File: src/rtl/mdu_iter_unit.sv
// mdu_iter_unit
// Iterative multiply/divide unit sitting beside the single-cycle ALU in EX.
// It executes mult, multu, div and divu, keeps the architectural HI/LO
// registers and accepts mthi/mtlo writes while idle. The pipeline stalls
// while busy is high.
//
// Ports:
//   clk, rst_n       clock (rising edge) and asynchronous active-low reset
//   start            operation request, accepted only in IDLE
//   op               00 mult, 01 multu, 10 div, 11 divu (sampled with start)
//   src_a, src_b     multiplicand/dividend and multiplier/divisor
//   hi_we, lo_we     mthi/mtlo write enables (IDLE only), data on wdata
//   busy             operation in flight (RUN/FIX)
//   done             one-cycle pulse in the cycle HI/LO show a new result
//   div_zero         sticky divide-by-zero flag, cleared by the next start
//   hi, lo           HI and LO registers
//
// Configuration macro: MDU_EARLY_OUT_EN lets multiplies leave RUN as soon as
// the unprocessed multiplier bits are all zero.
//
// Timing: start seen in cycle T gives RUN in T+1..T+WIDTH, FIX in T+WIDTH+1
// and DONE in T+WIDTH+2. HI/LO are loaded on the FIX->DONE edge so they are
// valid in the done cycle. A zero divisor skips the iterations and goes from
// IDLE through FIX to DONE, so done appears in T+2.
`timescale 1ns/1ps
module mdu_iter_unit #(
    parameter int WIDTH = 32,
    parameter int CNT_W = 6
) (
    input  logic             clk,
    input  logic             rst_n,
    input  logic             start,
    input  logic [1:0]       op,
    input  logic [WIDTH-1:0] src_a,
    input  logic [WIDTH-1:0] src_b,
    input  logic             hi_we,
    input  logic             lo_we,
    input  logic [WIDTH-1:0] wdata,
    output logic             busy,
    output logic             done,
    output logic             div_zero,
    output logic [WIDTH-1:0] hi,
    output logic [WIDTH-1:0] lo
);
    localparam int W2 = 2 * WIDTH;
    localparam logic [CNT_W-1:0] LAST_CNT = CNT_W'(WIDTH - 1);

    typedef enum logic [1:0] {
        S_IDLE = 2'd0,
        S_RUN  = 2'd1,
        S_FIX  = 2'd2,
        S_DONE = 2'd3
    } state_t;

    // Two's complement negation at WIDTH bits.
    function automatic logic [WIDTH-1:0] neg_w(input logic [WIDTH-1:0] v);
        return ~v + {{(WIDTH-1){1'b0}}, 1'b1};
    endfunction

    // Two's complement negation at 2*WIDTH bits.
    function automatic logic [W2-1:0] neg_2w(input logic [W2-1:0] v);
        return ~v + {{(W2-1){1'b0}}, 1'b1};
    endfunction

    state_t           state_q, state_d;
    logic [CNT_W-1:0] cnt_q, cnt_d;
    logic [W2-1:0]    acc_q, acc_d;      // mult: product; div: {remainder, dividend/quotient}
    logic [W2-1:0]    a_q, a_d;          // mult: shifted multiplicand; div-by-zero: raw dividend
    logic [WIDTH-1:0] b_q, b_d;          // mult: multiplier (shifts right); div: divisor magnitude
    logic             op_div_q, op_div_d;
    logic             neg_res_q, neg_res_d;
    logic             rem_neg_q, rem_neg_d;
    logic             dz_q, dz_d;
    logic             div_zero_q, div_zero_d;
    logic [WIDTH-1:0] hi_q, hi_d;
    logic [WIDTH-1:0] lo_q, lo_d;
    logic             busy_q, busy_d;
    logic             done_q, done_d;

    logic             a_neg_s, b_neg_s;
    logic [WIDTH-1:0] mag_a_s, mag_b_s;
    logic [W2:0]      sh_s;
    logic             ge_s;
    logic [WIDTH-1:0] rem_sub_s;
    logic [W2-1:0]    prod_sum_s;
    logic [W2-1:0]    prod_fix_s;
    logic [WIDTH-1:0] quo_fix_s, rem_fix_s;
    logic             last_iter_s;

    // Signed ops work on magnitudes; the result signs are applied in FIX.
    assign a_neg_s = ~op[0] & src_a[WIDTH-1];
    assign b_neg_s = ~op[0] & src_b[WIDTH-1];
    assign mag_a_s = a_neg_s ? neg_w(src_a) : src_a;
    assign mag_b_s = b_neg_s ? neg_w(src_b) : src_b;

    // Restoring divide step: shift {rem, dividend} left, trial-subtract at WIDTH+1 bits.
    assign sh_s      = {acc_q, 1'b0};
    assign ge_s      = (sh_s[W2:WIDTH] >= {1'b0, b_q});
    assign rem_sub_s = sh_s[W2-1:WIDTH] - b_q;

    // Shift-add multiply step.
    assign prod_sum_s = acc_q + (b_q[0] ? a_q : {W2{1'b0}});

    assign prod_fix_s = neg_res_q ? neg_2w(acc_q) : acc_q;
    assign quo_fix_s  = neg_res_q ? neg_w(acc_q[WIDTH-1:0]) : acc_q[WIDTH-1:0];
    assign rem_fix_s  = rem_neg_q ? neg_w(acc_q[W2-1:WIDTH]) : acc_q[W2-1:WIDTH];

`ifdef MDU_EARLY_OUT_EN
    // A multiply may stop once no set multiplier bits remain above the current one.
    assign last_iter_s = (cnt_q == LAST_CNT) ||
                         (!op_div_q && (b_q[WIDTH-1:1] == {(WIDTH-1){1'b0}}));
`else
    assign last_iter_s = (cnt_q == LAST_CNT);
`endif

    // Next-state and datapath update for the sequencer.
    always_comb begin
        state_d    = state_q;
        cnt_d      = cnt_q;
        acc_d      = acc_q;
        a_d        = a_q;
        b_d        = b_q;
        op_div_d   = op_div_q;
        neg_res_d  = neg_res_q;
        rem_neg_d  = rem_neg_q;
        dz_d       = dz_q;
        div_zero_d = div_zero_q;
        hi_d       = hi_q;
        lo_d       = lo_q;

        case (state_q)
            S_IDLE: begin
                if (hi_we) begin
                    hi_d = wdata;
                end else begin
                    hi_d = hi_q;
                end
                if (lo_we) begin
                    lo_d = wdata;
                end else begin
                    lo_d = lo_q;
                end
                if (start) begin
                    op_div_d  = op[1];
                    neg_res_d = a_neg_s ^ b_neg_s;
                    rem_neg_d = a_neg_s;
                    cnt_d     = {CNT_W{1'b0}};
                    if (op[1] && (src_b == {WIDTH{1'b0}})) begin
                        dz_d       = 1'b1;
                        div_zero_d = 1'b1;
                        acc_d      = {W2{1'b0}};
                        a_d        = {{WIDTH{1'b0}}, src_a};
                        b_d        = src_b;
                        state_d    = S_FIX;
                    end else if (op[1]) begin
                        dz_d       = 1'b0;
                        div_zero_d = 1'b0;
                        acc_d      = {{WIDTH{1'b0}}, mag_a_s};
                        a_d        = {W2{1'b0}};
                        b_d        = mag_b_s;
                        state_d    = S_RUN;
                    end else begin
                        dz_d       = 1'b0;
                        div_zero_d = 1'b0;
                        acc_d      = {W2{1'b0}};
                        a_d        = {{WIDTH{1'b0}}, mag_a_s};
                        b_d        = mag_b_s;
                        state_d    = S_RUN;
                    end
                end else begin
                    state_d = S_IDLE;
                end
            end
            S_RUN: begin
                if (op_div_q) begin
                    if (ge_s) begin
                        acc_d = {rem_sub_s, sh_s[WIDTH-1:1], 1'b1};
                    end else begin
                        acc_d = sh_s[W2-1:0];
                    end
                end else begin
                    acc_d = prod_sum_s;
                    a_d   = {a_q[W2-2:0], 1'b0};
                    b_d   = {1'b0, b_q[WIDTH-1:1]};
                end
                cnt_d = cnt_q + {{(CNT_W-1){1'b0}}, 1'b1};
                if (last_iter_s) begin
                    state_d = S_FIX;
                end else begin
                    state_d = S_RUN;
                end
            end
            S_FIX: begin
                if (dz_q) begin
                    hi_d = a_q[WIDTH-1:0];
                    lo_d = {WIDTH{1'b1}};
                end else if (op_div_q) begin
                    // Most-negative / -1 falls out naturally: quotient wraps, remainder 0.
                    hi_d = rem_fix_s;
                    lo_d = quo_fix_s;
                end else begin
                    hi_d = prod_fix_s[W2-1:WIDTH];
                    lo_d = prod_fix_s[WIDTH-1:0];
                end
                state_d = S_DONE;
            end
            S_DONE: begin
                state_d = S_IDLE;
            end
            default: begin
                state_d = S_IDLE;
            end
        endcase

        busy_d = (state_d == S_RUN) || (state_d == S_FIX);
        done_d = (state_d == S_DONE);
    end

    // State, datapath and output registers with asynchronous clear.
    always_ff @(posedge clk or negedge rst_n) begin
        if (!rst_n) begin
            state_q    <= S_IDLE;
            cnt_q      <= {CNT_W{1'b0}};
            acc_q      <= {W2{1'b0}};
            a_q        <= {W2{1'b0}};
            b_q        <= {WIDTH{1'b0}};
            op_div_q   <= 1'b0;
            neg_res_q  <= 1'b0;
            rem_neg_q  <= 1'b0;
            dz_q       <= 1'b0;
            div_zero_q <= 1'b0;
            hi_q       <= {WIDTH{1'b0}};
            lo_q       <= {WIDTH{1'b0}};
            busy_q     <= 1'b0;
            done_q     <= 1'b0;
        end else begin
            state_q    <= state_d;
            cnt_q      <= cnt_d;
            acc_q      <= acc_d;
            a_q        <= a_d;
            b_q        <= b_d;
            op_div_q   <= op_div_d;
            neg_res_q  <= neg_res_d;
            rem_neg_q  <= rem_neg_d;
            dz_q       <= dz_d;
            div_zero_q <= div_zero_d;
            hi_q       <= hi_d;
            lo_q       <= lo_d;
            busy_q     <= busy_d;
            done_q     <= done_d;
        end
    end

    assign busy     = busy_q;
    assign done     = done_q;
    assign div_zero = div_zero_q;
    assign hi       = hi_q;
    assign lo       = lo_q;

endmodule

File: config.mk
export PLATFORM = sky130hd
export DESIGN_NAME = mdu_iter_unit
export DESIGN_NICKNAME = d
export VERILOG_FILES = /design/src/rtl/mdu_iter_unit.sv
export SDC_FILE = /design/constraint.sdc
export NUM_CORES = 1
export LEC_CHECK = 0
export CAP_MARGIN = 20
export CELL_PAD_IN_SITES_DETAIL_PLACEMENT = 1
export CELL_PAD_IN_SITES_GLOBAL_PLACEMENT = 1
export CORE_ASPECT_RATIO = 0.8
export CORE_UTILIZATION = 48
export DETAILED_ROUTE_END_ITERATION = 8
export HOLD_SLACK_MARGIN = 0.05
export MAX_ROUTING_LAYER = met4
export PLACE_DENSITY = 0.95
export SETUP_SLACK_MARGIN = 0.1
export SYNTH_ARGS = -nofsm -noshare
export SYNTH_HDL_FRONTEND = slang
export SYNTH_SLANG_ARGS = --single-unit
export TNS_END_PERCENT = 10
File: constraint.sdc
create_clock -name clk -period 8 [get_ports clk]
set_input_delay 2 -clock clk [delete_from_list [all_inputs] [get_ports clk]]
set_output_delay 2 -clock clk [all_outputs]
set_load 0.01 [all_outputs]
After elaboration in Yosys (flattened, before gate mapping)
Cells that the tools add are included.
{ "word_totals": {"in_bits": 103, "output_inout_bits": 67, "word_cells": 89, "reg_bits": 238} }
{ "op_classes": {"n_bitwise": 9, "mux": 36, "eq_ne": 11, "reduce_logical": 11, "addsub": 8, "n_lt_le_gt_ge": 1} }
{ "op_table": {"columns": ["op", "n"], "rows": [
  ["two-way mux 32 bit", 17],
  ["two-way mux 64 bit", 7],
  ["one-hot mux 64 bit (2 select lines)", 2],
  ["one-hot mux 32 bit (2 select lines)", 3],
  ["adder 32 x 1 -> 32 bit, second input constant", 4],
  ["NOT 32 bit", 4],
  ["adder 64 x 1 -> 64 bit, second input constant", 1],
  ["adder 64 bit", 1],
  ["NOT 64 bit", 1],
  [">= comparator 33 x 32 -> 1 bit", 1],
  ["zero test 32 bit", 1],
  ["subtractor 32 bit", 1],
  ["one-hot mux 6 bit (2 select lines)", 1],
  ["== test 2 bit, second input constant", 4],
  ["!= test 2 bit, second input constant", 4],
  ["one-hot mux 2 bit (4 select lines)", 1],
  ["AND reduction 2 bit", 4],
  ["adder 6 x 1 -> 6 bit, second input constant", 1],
  ["== test 6 x 5 -> 1 bit, second input constant", 1],
  ["two-way mux 2 bit", 3],
  ["two-way mux 6 bit", 1],
  ["== test 2 x 1 -> 1 bit, second input constant", 2],
  ["nonzero test 2 bit", 2],
  ["AND reduction 3 bit", 1],
  ["7 further kinds", 8]
]} }

Longest topological paths before layout
{ "logic_depth": {"word_depth": 7, "depth_mapped": 15, "depth_no_buf": 14} }

Least setup slack after synthesis
No wires, ideal clock.
{ "synth_path": {"path_type": "input port to flip-flop", "start": "in src_b[7]", "end": "reg acc_q[21]", "cell_stages": 10, "path_buffers": 1, "path_slack_ps": 3672, "arrival_time_ps": 4195, "required_ps": 7867, "setup_time_ps": 133, "path_cell_list": "or3_1 > or4_1 > nor2_1 > nand3_1 > nor2_2 > or3_1 > buf_2 > nor2_1 > a221oi_1 > o21ai_0"} }
{ "synth_via": {"elab_chain_len": 5} }
{ "synth_rtl": {"columns": ["element", "line", "text"], "rows": [
  ["start, declared", "35", "input logic [WIDTH-1:0] src_b,"],
  ["zero test 32 bit", "148", "if (op[1] && (src_b == {WIDTH{1'b0}})) begin"],
  ["logical AND 1 bit", "148", null],
  ["two-way mux 32 bit", "148", null],
  ["two-way mux 64 bit", "143", "if (start) begin"],
  ["one-hot mux 64 bit (2 select lines)", "131", "case (state_q)"],
  ["end signal, assigned", "224", "acc_q <= {W2{1'b0}};"],
  ["end, declared", "67", "logic [W2-1:0] acc_q, acc_d;"]
]} }
No other way between the ends. The select of a mux whose other input is x is not followed.
A chain may end at the register's enable or synchronous reset.

Worst setup path after layout
{ "layout_path": {"start": "in src_b[7]", "end": "reg acc_q[20]"} }
Same word-level chain as after synthesis.

==> results.md <==
* Status: complete, no violations
* DRC viols at 0
* Final instance area at between 0.02 and 0.025 mm²
* Largest net degree at the start of global routing at 152
* Mapped Nets at approximately 2800
* I/O pin count at 170
* CTS max path bufs at 3
* Mean post-synth cell area at 7.704 µm²
* Combinational Power Share at between 50% and 60%
* Post-Syn Area at 0.01990 mm²
* Wirelength per Cell at approximately 26 µm
* Area leader, netlist: dfrtp_1
* P_sw at about 4.9 mW
* Clk_lat worst skew at about 0.58 ns
* Crit path launch type: primary input
* Flop pwr share at approximately 28%
* Gr usage total at about two fifths
* Row cnt at between 60 and 70
* DR vias at between 20000 and 25000
* 1st-pass router iterations at 7
* Final slew viol count at 0
* Clock power share at 14.2%
* Cell Area, Placed at approximately 0.022 mm²
* Antenna Cells at 0
* Ys flop type: dfrtp_1
* Sink Count at roughly 240
* Final GP Congestion at approximately 1
* EDFF count, synth at 0
* CTS Buf Count at 27
* Skew final at approximately 0.012 ns
* Die width at around 230 µm
* Slew margin rel. at between 20% and 30%
* Tmin final at roughly 5.6 ns
* Detailed Route WL at ~84 mm
* Hold path cells at 2
* Peak VDD IR at between 0.15 and 0.2 mV
* CTS Hold Bufs at 0
* Synthesis-to-finish area growth at 14.32%
* Final setup violation count at 0
* CP peak stage delay at 0.82 ns
* Top cell by count, worst path: nor2_1
* R2r startpoint: b_q[0]
* Congestion Overflow GR at 0
* Worst Path Buf+Inv at 1
* Worst-path maximum fanout at 19
* Top cell type's share of synthesized area at between 20% and 30%
* Hold Startpoint: hi[0]
* Post-Syn Instances at between 2000 and 3000
* Die area at about 0.042 mm²
* Via-to-Cell Ratio at 6.720
* Netlist cell types at 77
* Layout cells sized above 1 at 3.853%
* Hold Fails Final Rpt at 0
* P_leak at between 9 and 10 nW
* Die height at about 180 µm
* Synthesis-stage register bit count at between 200 and 250
* MaxCap Viol Count at 0
* First-pass GRT wire length at 128.1 mm
* CTS tree: built
* Crit path DAT at 6.05 ns
* Period utilization at between 70% and 80%
* CP Cell Sequence: clkdlybuf4s50_1 > or3_1 > or4_1 > nor2_1 > nand3_1 > nor2_2 > or3_1 > nor2_1 > a2111oi_0 > nor2_1
* Switching share of power at between 50% and 60%
* CTS H-tree depth at 1
* Hold EP: hi[0]
* Least-Margin Pin Slew at approximately 1.1 ns
* CP required at between 8 and 9 ns
* Worst R2R Path Depth at 13
* Port Buffers at approximately 170
* Pwr per Cell Area at 411.3 mW/mm²
* ANT nets after route at 0
* Vias in the first global route at roughly 21000
* Starting density of the core at about half
* Clock root cell: clkbuf_16
* Cell Int Power at around 4.5 mW
* RSZ-0062 raised after global routing: false
* Fin Setup TNS at 0 ns
* Max stage delay cell, worst path: nor2_2
* Drt initial violations at about 2600
* Worst setup EP type: register
* Post-CTS Repair Setup Buffers at 0
* Total Power at between 9 and 10 mW
* Hold_ws at roughly 0.48 ns
* Seq/Total Area, Yosys at between 20% and 30%
* HP Class: reg -> reg
* Reg clk slew, reported paths at about 0.06 ns
* Fmax at 178.4 MHz
* WS Path Type: in -> reg
* Net count, final at 2833
* Syn. warnings at 0
* Post-DP HPWL at ~63 mm
* Filler cell count at 5030
* CORE AREA at between 0.04 and 0.05 mm²
* Family with the most delay on the worst path: simple AND/OR/NAND/NOR gates
* Async S/R FF share, synth at 100.0%
* Flop2flop setup slack at about 3.2 ns
* Reg2reg end: acc_q[47]
* Initial antenna violation count at 0
* Top cells by area, synth: dfrtp_1 (30%), o21ai_0 (8.1%), ha_1 (6.3%)
* CTS resizes at 0
[flip-flops by register name, summed over array words and instances (netlist names)]
signal	count
cnt_q	6
b_q	32
op_div_q	1
lo	32
hi	32
div_zero	1
busy	1
acc_q	64
a_q	64
rem_neg_q	1
neg_res_q	1
state_q	2
done	1
[cell usage after synthesis (17+ instances only)]
library cell,number
or3_1,25
nand2_1,311
nor3_1,43
inv_1,73
a21oi_1,223
ha_1,100
o21ai_0,321
o41ai_1,17
nor2_1,201
o22ai_1,39
o21bai_1,22
a22o_1,38
o31ai_1,28
xnor2_1,130
nand4_1,33
buf_1,17
xor2_1,76
nor4_1,26
o211ai_1,31
clkbuf_1,149
a21o_1,39
nand2b_1,21
nand3_1,53
and2_1,73
dfrtp_1,238
a31oi_1,21
[worst min-delay path: cells and delay by family, from the launching register on]
kind | cells | cell delay [ns]
flops | 1 | 0.34
simple gates | 2 | 0.11
[power by group through the flow]
| stage | Combinational (mW) | Sequential [mW] | Clock [mW] |
|---|---|---|---|
| after global routing | 5.82 | 2.63 | 1.37 |
| after global placement | 4.94 | 2.51 | 0 |
| after detailed placement | 5.18 | 2.55 | 0 |
| final | 5.40 | 2.63 | 1.33 |
| after floorplan | 3.61 | 2.08 | 0 |
| after CTS | 5.27 | 2.54 | 1.33 |
[final cells by class]
type                            count  area (µm²)  area share (%)
Multi-Input combinational cell   2096       13030           57.29
Tap cell                          544       680.7           2.992
Clock inverter                     12       151.4          0.6655
Timing Repair Buffer              192        1894           8.327
Sequential cell                   238        5957           26.19
Inverter                           73       274.0           1.204
Clock buffer                       36       759.5           3.338
[per-stage QoR]
| step | instances | util (%) | setup slack, ns |
|---|---|---|---|
| after global placement | 3140 | 53.45 | 2.132 |
| after global routing | 3191 | 55.77 | 2.215 |
| after floorplan | 2583 | - | 3.672 |
| after CTS | 3189 | 55.73 | 2.487 |
| final | 3191 | 55.77 | 2.395 |
| after detailed placement | 3141 | 53.50 | 1.896 |
[cells by family after synthesis]
family | synth area share, %
compound gates | 28.83
xor+xnor | 9.066
fa+ha+maj | 6.489
buf+inv | 4.804
flops | 29.93
mux | 1.207
simple gates | 19.68
[routing by layer]
metal  GRT usage [%]  wire length, µm  share of wire, %  vias up
met1           59.56            38290                45    10700
li1                -                -                 -     9483
met3           8.385             9627                11      144
met2           55.40            34290                41     1118
met4           9.067             2059               2.4        0
met5               -                0                 0        -
[worst max path at each step]
stage / start / to / slack (ns) / cells after the start
2_1_floorplan: src_b[7] / acc_q[21] / 3.67 / 10
3_3_place_gp: src_b[7] / acc_q[20] / 2.13 / 10
3_5_place_dp: src_b[7] / acc_q[20] / 1.90 / 10
4_1_cts: src_b[7] / acc_q[20] / 2.49 / 10
5_1_grt: src_b[7] / acc_q[20] / 2.21 / 10
6_report: src_b[7] / acc_q[20] / 2.40 / 10
[placed cells by master (no fill, tap or decap), types with 53 or more instances in the layout]
master / n
a21oi_1: 223
and2_1: 73
clkdlybuf4s50_1: 168
dfrtp_1: 237
ha_1: 100
inv_1: 73
nand2_1: 310
nand3_1: 53
nor2_1: 200
o21ai_0: 321
xnor2_1: 130
xor2_1: 76
No activity file was read; power rests on OpenSTA's default activity.
